==> config.mk <==
export PLATFORM = sky130hd
export DESIGN_NAME = pong_game_ctrl
export DESIGN_NICKNAME = d
export VERILOG_FILES = /design/src/rtl/pong_pkg.sv /design/src/rtl/bcd2_sat_counter.sv /design/src/rtl/pong_game_ctrl.sv
export SDC_FILE = /design/constraint.sdc
export NUM_CORES = 1
export LEC_CHECK = 0
export BUFFER_PORTS_ARGS = -buffer_cell sky130_fd_sc_hd__buf_2
export CELL_PAD_IN_SITES_DETAIL_PLACEMENT = 1
export CELL_PAD_IN_SITES_GLOBAL_PLACEMENT = 1
export CORE_MARGIN = 5
export CORE_UTILIZATION = 42
export CTS_BUF_LIST = sky130_fd_sc_hd__clkbuf_4
export DETAILED_ROUTE_END_ITERATION = 16
export PLACE_DENSITY = 0.95
export SETUP_SLACK_MARGIN = 0.4
export SLEW_MARGIN = 20
export SYNTH_ARGS = -nofsm -noshare
export SYNTH_HDL_FRONTEND = slang
export SYNTH_SLANG_ARGS = --single-unit
export TNS_END_PERCENT = 30
==> constraint.sdc <==
create_clock -name clk -period 4.5 [get_ports clk]
set_clock_uncertainty 0.2 [all_clocks]
set_input_delay 1.35 -clock clk [delete_from_list [all_inputs] [get_ports clk]]
set_output_delay 1.35 -clock clk [all_outputs]
set_load 0.02 [all_outputs]
==> src/rtl/pong_pkg.sv <==
// Shared playfield constants and game-flow state codes for the pong blocks.
package pong_pkg;

    localparam int MAX_X     = 640;
    localparam int MAX_Y     = 480;
    localparam int BALL_SIZE = 10;

    typedef enum logic [2:0] {
        ST_IDLE  = 3'd0,
        ST_SERVE = 3'd1,
        ST_PLAY  = 3'd2,
        ST_MISS  = 3'd3,
        ST_OVER  = 3'd4
    } state_t;

endpackage

==> src/rtl/bcd2_sat_counter.sv <==
// Two-digit BCD incrementer that saturates at 99; clr and rst both zero it.
module bcd2_sat_counter (
    input  logic       clk,
    input  logic       rst,
    input  logic       inc,
    input  logic       clr,
    output logic [7:0] count
);

    always_ff @(posedge clk) begin
        if (rst || clr) begin
            count <= '0;
        end else if (inc && (count != 8'h99)) begin
            if (count[3:0] == 4'd9) begin
                count <= {count[7:4] + 4'd1, 4'd0};
            end else begin
                count <= {count[7:4], count[3:0] + 4'd1};
            end
        end
    end

endmodule

==> src/rtl/pong_game_ctrl.sv <==
// Game-flow controller: serve/play/miss sequencing, BCD score and lives.
module pong_game_ctrl
    import pong_pkg::*;
#(
    parameter int MAX_X        = pong_pkg::MAX_X,
    parameter int BALL_SIZE    = pong_pkg::BALL_SIZE,
    parameter int LIVES        = 3,
    parameter int SERVE_FRAMES = 60,
    parameter int MISS_FRAMES  = 30
) (
    input  logic       clk,
    input  logic       rst,
    input  logic       refr_tick,
    input  logic       start_btn,
    input  logic [9:0] ball_x,
    input  logic [9:0] ball_y,
    input  logic       paddle_hit,
    output logic       ball_hold,
    output logic [7:0] score_bcd,
    output logic [2:0] lives,
    output logic       miss_flash,
    output logic       game_over,
    output logic [2:0] state
);

    localparam logic [9:0] MISS_LIMIT = 10'(MAX_X - BALL_SIZE);
    localparam logic [7:0] SERVE_LAST = 8'(SERVE_FRAMES - 1);
    localparam logic [7:0] MISS_LAST  = 8'(MISS_FRAMES - 1);
    localparam logic [2:0] LIVES_INIT = 3'(LIVES);

    state_t     state_q, state_d;
    logic [7:0] frame_q, frame_d;
    logic [2:0] lives_q, lives_d;
    logic       start_q, hit_q;
    logic       start_rise, hit_rise, miss;
    logic       score_inc, score_clr;
    logic       unused_ball_y;

    assign unused_ball_y = ^ball_y;
    assign start_rise    = start_btn & ~start_q;
    assign hit_rise      = paddle_hit & ~hit_q;
    assign miss          = ball_x > MISS_LIMIT;

    always_ff @(posedge clk) begin
        if (rst) begin
            state_q <= ST_IDLE;
            frame_q <= '0;
            lives_q <= LIVES_INIT;
            start_q <= 1'b0;
            hit_q   <= 1'b0;
        end else begin
            state_q <= state_d;
            frame_q <= frame_d;
            lives_q <= lives_d;
            start_q <= start_btn;
            hit_q   <= paddle_hit;
        end
    end

    always_comb begin
        state_d   = state_q;
        frame_d   = frame_q;
        lives_d   = lives_q;
        score_inc = 1'b0;
        score_clr = 1'b0;
        unique case (state_q)
            ST_IDLE, ST_OVER: begin
                if (start_rise) begin
                    score_clr = 1'b1;
                    lives_d   = LIVES_INIT;
                    frame_d   = '0;
                    state_d   = ST_SERVE;
                end
            end
            ST_SERVE: begin
                if (refr_tick) begin
                    if (frame_q == SERVE_LAST) begin
                        frame_d = '0;
                        state_d = ST_PLAY;
                    end else begin
                        frame_d = frame_q + 8'd1;
                    end
                end
            end
            ST_PLAY: begin
                // A miss on the same edge as a paddle edge takes precedence.
                if (miss) begin
                    lives_d = lives_q - 3'd1;
                    frame_d = '0;
                    state_d = ST_MISS;
                end else begin
                    score_inc = hit_rise;
                end
            end
            ST_MISS: begin
                if (refr_tick) begin
                    if (frame_q == MISS_LAST) begin
                        frame_d = '0;
                        state_d = (lives_q == 3'd0) ? ST_OVER : ST_SERVE;
                    end else begin
                        frame_d = frame_q + 8'd1;
                    end
                end
            end
            default: state_d = ST_IDLE;
        endcase
    end

    bcd2_sat_counter u_score (
        .clk   (clk),
        .rst   (rst),
        .inc   (score_inc),
        .clr   (score_clr),
        .count (score_bcd)
    );

    assign ball_hold  = (state_q != ST_PLAY);
    assign miss_flash = (state_q == ST_MISS);
    assign game_over  = (state_q == ST_OVER);
    assign lives      = lives_q;
    assign state      = state_q;

endmodule

* After elaboration in Yosys (flattened, before gate mapping)
Index checks and enable logic that the tools add are counted.
** Cells by class
- $add $sub $neg :: 4
- $lt $le $gt $ge :: 1
- Eq/ne operators :: 15
- Multiplexer cells :: 23
- Bitwise gates (word level) :: 4
- Reduce and logical (&&, ||, !) cells :: 11
** Operator list (count)
- 8-bit two-way mux :: 6
- 8-bit case mux with 4 select lines :: 1
- 3-bit two-way mux :: 9
- 3-bit case mux with 4 select lines :: 1
- 10-bit > comparator, second input constant :: 1
- 2-bit != test, second input constant :: 5
- 4-bit by 1-bit adder with 4-bit output, second input constant :: 2
- 8-bit by 1-bit adder with 8-bit output, second input constant :: 1
- 8-bit by 5-bit equality test with 1-bit output, second input constant :: 1
- 8-bit by 6-bit equality test with 1-bit output, second input constant :: 1
- 8-bit != test, second input constant :: 1
- 3-bit by 2-bit equality test with 1-bit output, second input constant :: 2
- 3-bit logical NOT :: 2
- 3-bit case mux with 2 select lines :: 1
- 6-bit AND reduction :: 1
- 5-bit AND reduction :: 1
- 4-bit equality test, second input constant :: 1
- 1-bit two-way mux :: 4
- 4-bit two-way mux :: 1
- 4-bit nonzero test :: 1
- 3-bit by 1-bit equality test with 1-bit output, second input constant :: 1
- 3-bit equality test, second input constant :: 1
- 3-bit by 2-bit != test with 1-bit output, second input constant :: 1
- 3-bit AND reduction :: 1
- 9 further kinds :: 11
** Storage, ports and cells
- Flip-flop bits (word level) :: 24
- Bits of input ports :: 25
- Word-level logic and storage cells :: 65

* Longest topological paths before layout
Gate-level depths: netlist of run 1.
- Depth in word-level cells :: 6
- Depth in mapped cells :: 7

* By module
Synthesis of run 1 repeated with hierarchy kept, for this count alone.
** Unflattened totals
- Cells, all modules :: 164
- Area total of the unflattened synthesis :: 1388.8 µm²
** By module, submodules not included
- pong_game_ctrl :: times used 1, cells an instance 116, area an instance 962.2 µm², seq. area each 320.3 µm²
- bcd2_sat_counter :: times used 1, cells an instance 48, area an instance 426.7 µm², seq. area each 160.2 µm²

* Worst setup path before layout of run 1
Ideal clock, no wire load.
- Path type :: input port to flip-flop
- Start point :: input port ball_x[8]
- End point :: register u_score.count[7]
- Setup time :: 0.123 ns
- Data arrival time :: 2.856 ns
- Required time :: 4.177 ns
- Path slack :: 1.321 ns
- Stages :: 5
- Buffers on the path :: 0
- Cells stage by stage :: or2_2 a221o_1 nor4_4 nand4_1 mux2_1
** Between the ends
- Cells in the longest elaborated chain, start to end :: 5
** Ends and longest elaborated chain
- start: declaration :: RTL line pong_game_ctrl.sv:15 : input logic [9:0] ball_x,
- 10-bit > comparator :: RTL line pong_game_ctrl.sv:42 : assign miss = ball_x > MISS_LIMIT;
- 1-bit two-way mux :: RTL line pong_game_ctrl.sv:87 : if (miss) begin
- 1-bit two-way mux :: RTL line pong_game_ctrl.sv:66 : unique case (state_q)
- 1-bit logical AND :: RTL line bcd2_sat_counter.sv:13 : end else if (inc && (count != 8'h99)) begin
- 2-bit AND reduction (no source line)
- end signal: assignment :: RTL line bcd2_sat_counter.sv:15 : count <= {count[7:4] + 4'd1, 4'd0};
- end signal: assignment :: RTL line bcd2_sat_counter.sv:17 : count <= {count[7:4], count[3:0] + 4'd1};
- end: declaration :: RTL line bcd2_sat_counter.sv:7 : output logic [7:0] count
No other way between the ends.
A chain may end at the register's enable or synchronous reset.

* Final worst setup path of run 1
- Start point :: register state_q[1], in the netlist state[1]
- End point :: output port ball_hold
** Between the ends
- Cells in the longest elaborated chain, start to end :: 1
** Ends and longest elaborated chain
- start: declaration :: RTL line pong_game_ctrl.sv:31 : state_t state_q, state_d;
- start signal: assignment :: RTL line pong_game_ctrl.sv:52 : state_q <= state_d;
- 3-bit by 2-bit != test with 1-bit output :: RTL line pong_game_ctrl.sv:117 : assign ball_hold = (state_q != ST_PLAY);
- end: declaration :: RTL line pong_game_ctrl.sv:18 : output logic ball_hold,
No other way between the ends.

==> reports/results.env, run 1 <==
POSTCTSSETUPREPAIRBUFS=0
CTS.HOLD.BUFFERS_ADDED=0
WORSTSETUPPATHTYPE='flip-flop to primary output'
ROW_COUNT=21
INSERTION_DELAY_NS=0.33
CLOCK_TREE.BUFFER_DEPTH=2
SYNTH_TOP_CELLS_BY_COUNT='24 x dfxtp_1, 18 x nor2_1, 12 x nand2_1'
SYNTH.MOST_COMMON_CELL='dfxtp_1'
NETS=238
CRITICAL_PATH.REG2REG.ENDPOINT='state[1]$_SDFFE_PP0P_'
CRITICAL-PATH-MAX-STAGE-DELAY_NS=0.53
DETAIL_ROUTE.WIRELENGTH_UM=3869
YS_FF_LATCH=24
CTS.HTREE.LEVELS=1
GRT_START_MAX_NET_PINS=15
SLEW_HEADROOM_PCT=52.97
N_ANTENNA_CELL=0
DPL-INSTANCE-AREA_MM2=0.001652
FIRST_PASS_ITERS=4
REGTOREGSTARTPOINT='frame_q[0]$_SDFFE_PP0P_'
VDD.IR_DROP.WORST_V=0.0001928
SYNTHCELLS=173
POST_SYNTH_INSTANCE_AREA_MM2=0.001439
FIRST_GLOBAL_VIAS=1464
MAXSLEWVIOLCOUNT=0
SYN_AVG_CELL_AREA_UM2=8.317
MIN_TO='frame_q[3]$_SDFFE_PP0P_'
CRITPATHLAUNCHTYPE='flip-flop'
FLOORPLAN.IO_PINS=42
WORST_HOLD_PATH.NUM_CELLS=2
FF_LATCH_AREA_UM2=480.5
CAP_VIOLATIONS=0
WORSTPATHBUFFERINVERTERCOUNT=1
DETAILROUTE.VIA_COUNT=1425
FILLCELLCOUNT=439
REPORT.FINAL.SETUP_VIOL=0
GPL.FINAL_WEIGHTED_CONGESTION=0.7792
FIN_CELLS=252
DIE_Y_UM=68.53
ANTENNA_FOUND_INITIAL=0
CRIT_FANOUT=9
TRITONCTS='yes'
WORSTMARGINPINSLEW_NS=0.7040
PLACEMENT.IO_BUFFERS=31
CELL_TAKING_THE_MOST_AREA_AFTER_SYNTHESIS='dfxtp_1'
TIMING.FINAL.CRIT_PERIOD_NS=3.046
SYNTH-SEQ-AREA-SHARE_PCT=33.39
PLACED_CELLS_INCL_TAPS=248
P_LEAK_nW=0.6756
TNS_NS=0
CTS_INSERTED_BUFFERS=3
VIAS_PER_CELL=5.655
MULTI_INPUT_COMB_AREA_UM2=894.6
SYNTHFLOPTYPE='dfxtp_1'
SYNTH_COMPOUND_GATE_AREA_SHARE_PCT=17.13
NUMBER_OF_REMAINING_DRC_ERRORS=0
AREAGROWTHSYNTHTOFINISH_PCT=18.43
FMAX_GHz=0.3283
ANT_NETS=0
CP_DATA_ARRIVAL_TIME_NS=1.50
GRT_SETUP_UNREPAIRED='false'
SYNTH-EDFF-COUNT=0
CPLARGESTDELAYFAMILY='flip-flops'
SYNTH_TOP_CELL_AREA_SHARE_PCT=33.39
SYNTHARSTFLOPSHARE_PCT=0
CTS_SINKS=24
CTSRESIZECOUNT=0
WL_PER_CELL_UM=15.35
DESIGN.DIE.AREA_MM2=0.004696
WORST-R2R-CELL-COUNT=6
YOSYSWARNINGS=0
RESULT_OF_THE_RUN='finished clean'
YOSYS.CELL_TYPES.COUNT=49
INITIAL_CORE_UTILIZATION_PCT=43.12
MIN_FROM='frame_q[3]$_SDFFE_PP0P_'
DIEWIDTH_UM=68.53
DESIGN.CORE.AREA_MM2=0.003337
SYNTHXORXNORAREAFRAC_PCT=1.217
HOLD_PATH_CLASS='flip-flop to flip-flop'
CTS.CLK_SLEW.WORST_PATHS_NS=0.15
MAIN_COMBINATIONAL_CELL_FAMILY_BY_AREA_AFTER_SYNTHESIS='simple AND/OR/NAND/NOR gates'
DPL.HPWL_UM=2844
PROPORTION_OF_LAYOUT_CELLS_WITH_A_DRIVE_SUFFIX_ABOVE_1_PCT=22.82
SYNTH.AREA.TOP_CELLS='dfxtp_1 33%, ha_1 5.2%, nor2_1 4.7%, nand3_1 3.1%, nand2_1 3.1%'
GLOBALROUTEOVERFLOWTOTAL=0
TRACK_USAGE_PCT=18.28
SYNTH.AREA.MUX_SHARE_PCT=3.652
TOTAL_NETS_AFTER_SYNTHESIS=204
SETUP.WORST_PATH.END_CLASS='primary output'
GRT_PASS1_WL_UM=6548
REG2REG_SLACK_NS=1.89
CRITPATHSLOWESTCELL='dfxtp_1'
POWER.DENSITY_mW_PER_MM2=403.0
SYNTH_FA_HA_AREA_SHARE_PCT=5.217
TIMING.FINAL.HOLD_VIOLATIONS=0
CTS_ROOT_BUF='clkbuf_4'
AREA_SHARE_OF_AND_OR_NAND_NOR_CELLS_AFTER_SYNTHESIS_PCT=34.96
TIMING.FINAL.CRIT_SHARE_PCT=67.69
TIMING.CRITICAL_PATH.CELLS='or3b_1, buf_2'
LAYOUT_CELL_AREA_EXCL_FILL_MM2=0.001704
DRTITER0DRC=51
WORSTPATHREQUIRED_NS=2.95
==> power by group <==
group	switching, mW	total [mW]	internal, mW	leakage [nW]
logic	0.173	0.268	0.0948	0.453
clock network	0.0713	0.161	0.0902	0.0279
registers	0.0276	0.257	0.230	0.195
==> cells by family after synthesis <==
logic type	Yosys count
DFF	24
adders and majority gates	6
AOI/OAI and AO/OA	33
muxes	5
and+or+nand+nor	87
xor gates and xnor gates	2
buffers and inverters	16
==> worst min-delay path, cell delays in order, from the launching register on <==
cell and delay (ns):
dfxtp_1 0.37, nand2_1 0.07, o32ai_1 0.06
==> cell usage in the layout (no fill, tap or decap), drive strengths merged, types with 3 or more instances in the layout <==
master | netlist | final
buf | 4 | 34
dfxtp | 24 | 24
nor2 | 18 | 18
nand2 | 12 | 12
inv | 11 | 11
nand3 | 9 | 9
o21ai | 7 | 7
nor3 | 6 | 6
ha | 6 | 6
nand3b | 5 | 5
nand4 | 5 | 5
a21oi | 5 | 5
nand2b | 4 | 4
nor2b | 4 | 4
a211oi | 4 | 4
or2 | 3 | 3
mux2i | 3 | 3
a31oi | 3 | 3
clkbuf | 1 | 3
nor4 | 3 | 3
or3b | 3 | 3
==> flip-flops by register name, summed over array words and instances (netlist names) <==
signal         count
lives              3
hit_q              1
u_score.count      8
frame_q            8
start_q            1
state              3
==> worst max path at each step <==
stage               depth (start not counted)                             to                   from
global route                                2                      ball_hold  state[1]$_SDFFE_PP0P_
detailed placement                          6  u_score.count[7]$_SDFFE_PP0P_              ball_x[8]
CTS                                         2                      ball_hold  state[1]$_SDFFE_PP0P_
floorplan                                   5  u_score.count[7]$_SDFFE_PP0P_              ball_x[8]
global placement                            6  u_score.count[7]$_SDFFE_PP0P_              ball_x[8]
finish                                      2                      ball_hold  state[1]$_SDFFE_PP0P_
==> per-layer routing <==
layer / vias up / wire length (um) / global-route usage [%]
met4: 0 / 81 / 6.948
met3: 9 / 150 / 3.241
met5: - / 0 / 0
met2: 28 / 1988 / 34.45
met1: 690 / 1648 / 20.00
li1: 698 / - / -
==> layout make-up <==
type,instances,area share (%)
clock buffer,3,1.322
clock inverter,1,1.762
inverter,11,2.423
multi-input combinational,133,52.50
sequential,24,28.19
tap,46,3.377
timing repair buffer,34,10.43
==> stage by stage <==
step	setup WS [ns]	hold WS [ns]	total power, mW	utilization, %
final	1.454	0.3319	0.6868	51.07
after global routing	1.364	0.3710	0.7336	51.07
after CTS	1.444	0.3339	0.6925	51.07
after detailed placement	1.094	0.3168	0.5247	49.49
after global placement	1.123	0.3016	0.5138	49.49
after floorplan	1.321	0.2766	0.4326	-
No activity file was read; power rests on OpenSTA's default activity.
==> inputs of run 2 (changes only) <==
--- a/config.mk
+++ b/config.mk
@@ -9,10 +9,10 @@
 export CELL_PAD_IN_SITES_DETAIL_PLACEMENT = 1
 export CELL_PAD_IN_SITES_GLOBAL_PLACEMENT = 1
 export CORE_MARGIN = 5
-export CORE_UTILIZATION = 42
+export CORE_UTILIZATION = 39
 export CTS_BUF_LIST = sky130_fd_sc_hd__clkbuf_4
 export DETAILED_ROUTE_END_ITERATION = 16
-export PLACE_DENSITY = 0.95
+export PLACE_DENSITY = 0.94
 export SETUP_SLACK_MARGIN = 0.4
 export SLEW_MARGIN = 20
 export SYNTH_ARGS = -nofsm -noshare
==> constraint.sdc (replaced) <==
create_clock -name clk -period 3.1 [get_ports clk]
set_clock_uncertainty 0.2 [all_clocks]
set_input_delay 0.93 -clock clk [delete_from_list [all_inputs] [get_ports clk]]
set_output_delay 0.93 -clock clk [all_outputs]
set_load 0.02 [all_outputs]
==> reports/results.env, run 2 (synthesized netlist as in run 1, its figures left out) <==
RESULT_OF_THE_RUN='finished clean'
DIEWIDTH_UM=70.74
POSTCTSSETUPREPAIRBUFS=0
GRT_PASS1_WL_UM=6858
CLOCK_TREE.BUFFER_DEPTH=2
CRITICAL-PATH-MAX-STAGE-DELAY_NS=0.47
SEQ_POWER_SHARE_PCT=40.2
TIMING.FINAL.HOLD_VIOLATIONS=0
GRT_START_MAX_NET_PINS=14
COMB_POWER_SHARE_PCT=44.3
CRITPATHLAUNCHTYPE='input pin'
TIMING.CRITICAL_PATH.CELLS='buf_2, or2_2, or3_1, a21o_1, or3b_2, a31oi_1'
MAXSLEWVIOLCOUNT=0
PROPORTION_OF_LAYOUT_CELLS_WITH_A_DRIVE_SUFFIX_ABOVE_1_PCT=23.92
DRTITER0DRC=52
PLACEMENT.IO_BUFFERS=31
INITIAL_CORE_UTILIZATION_PCT=39.90
FIRST_PASS_ITERS=4
HOLD_WS_NS=0.3270
FLOORPLAN.IO_PINS=42
WL_PER_CELL_UM=15.77
POWER.DENSITY_mW_PER_MM2=542.7
CTS_SINKS=24
P_LEAK_nW=0.6779
VIAS_PER_CELL=5.630
N_ANTENNA_CELL=0
GPL.FINAL_WEIGHTED_CONGESTION=0.7976
CTS_INSERTED_BUFFERS=3
FIRST_GLOBAL_VIAS=1509
SLEW_HEADROOM_PCT=56.79
WORSTSETUPPATHTYPE='input pin to flip-flop'
POST-ROUTE-UTIL_PCT=47.26
ROW_COUNT=22
TIMING.FINAL.CRIT_PERIOD_NS=2.629
GRT_SETUP_UNREPAIRED='false'
FIN_CELLS=257
CLOCKPOWERSHARE_PCT=15.5
NUMBER_OF_REMAINING_DRC_ERRORS=0
CTS.HTREE.LEVELS=1
DETAIL_ROUTE.WIRELENGTH_UM=4052
WORSTPATHREQUIRED_NS=3.16
WORST_HOLD_PATH.NUM_CELLS=2
TIMING.FINAL.CRIT_SHARE_PCT=84.81
SETUP.WORST_PATH.END_CLASS='flip-flop'
AREAGROWTHSYNTHTOFINISH_PCT=18.43
LAYOUT_COMMONEST_CELL='buf_2'
CAP_VIOLATIONS=0
DIE_Y_UM=70.74
GLOBALROUTEOVERFLOWTOTAL=0
DPL.HPWL_UM=3225
NET_SWITCHING_POWER_OF_THE_DESIGN_mW=0.3899
INSERTION_DELAY_NS=0.32
CRITPATHSLOWESTCELL='or3b_2'
SW_FRAC_OF_TOTAL_PCT=42.15
NETS=241
FMAX_GHz=0.3803
TNS_NS=0
VDD.IR_DROP.WORST_V=0.0003501
INTERNAL_POWER_mW=0.5350
PLACED_CELLS_INCL_TAPS=253
DESIGN.CORE.AREA_MM2=0.003606
CTS_ROOT_BUF='clkbuf_4'
ANTENNA_FOUND_INITIAL=0
CTS.CLK_SLEW.WORST_PATHS_NS=0.13
CRIT_FANOUT=6
REPORT.FINAL.SETUP_VIOL=0
TRITONCTS='yes'
TRACK_USAGE_PCT=16.71
HOLD_PATH_CLASS='flip-flop to flip-flop'
WORSTMARGINPINSLEW_NS=0.6469
ANT_NETS=0
CP_DATA_ARRIVAL_TIME_NS=2.69
DESIGN.DIE.AREA_MM2=0.005004
WORST-R2R-CELL-COUNT=6
REG.LARGEST.LIST='frame_q (8), u_score.count (8)'
MOST_FREQUENT_CELLS_IN_THE_LAYOUT='31 x buf_2, 23 x dfxtp_1, 18 x nor2_1'
DETAILROUTE.VIA_COUNT=1447
## run 2: final timing paths
kind         slack, ns               endpoint                     from
min               0.33  state[2]$_SDFFE_PP0P_    state[2]$_SDFFE_PP0P_
min reg2reg       0.33  state[2]$_SDFFE_PP0P_    state[2]$_SDFFE_PP0P_
max               0.47  lives[2]$_SDFFE_PP0P_                ball_x[8]
max reg2reg       0.52  state[1]$_SDFFE_PP0P_  frame_q[0]$_SDFFE_PP0P_
## run 2: what timing repair did
item / 4_1_cts / 5_1_grt
endpoints found under the setup margin: 0 / 1
hold buffers: 0 / 0
gates resized for setup: 0 / 1
## run 2: stage by stage
step,power (mW),instance area [um^2],setup slack [ns]
final,0.9249,1704,0.4708
after global routing,0.9919,1704,0.4033
after CTS,0.9337,1703,0.4592
after detailed placement,0.7848,1677,0.1320
after global placement,0.7655,1677,0.1964
after floorplan,0.6279,1439,0.3500
## run 2: worst max-delay path, delay by kind of cell
| kind | cells | cell delay, ns |
|---|---|---|
| buffers and inverters | 1 | 0.09 |
| AOI/OAI and AO/OA | 2 | 0.42 |
| and+or+nand+nor | 3 | 1.24 |
## run 2: per-layer routing
metal / wire (um) / up-vias / global-route usage (%)
met5: 0 / - / 0
met4: 62 / 0 / 6.263
met3: 187 / 7 / 2.699
met2: 2131 / 29 / 31.62
met1: 1671 / 707 / 18.46
li1: - / 704 / -
## run 2: area by class of cell
type | count | area, um^2
timing repair buffer | 37 | 200.2
clock buffer | 3 | 22.52
multi-input combinational | 133 | 894.6
sequential | 24 | 481.7
fill | 466 | 1902
inverter | 11 | 41.29
tap | 48 | 60.06
clock inverter | 1 | 3.754
## run 2: power groups by stage
| stage | clock (mW) | combinational, mW | sequential [mW] |
|---|---|---|---|
| 3_5_place_dp | 0 | 0.407 | 0.377 |
| 2_1_floorplan | 0 | 0.237 | 0.391 |
| 3_3_place_gp | 0 | 0.389 | 0.376 |
| 4_1_cts | 0.150 | 0.412 | 0.371 |
| 5_1_grt | 0.163 | 0.450 | 0.379 |
| 6_report | 0.143 | 0.410 | 0.372 |
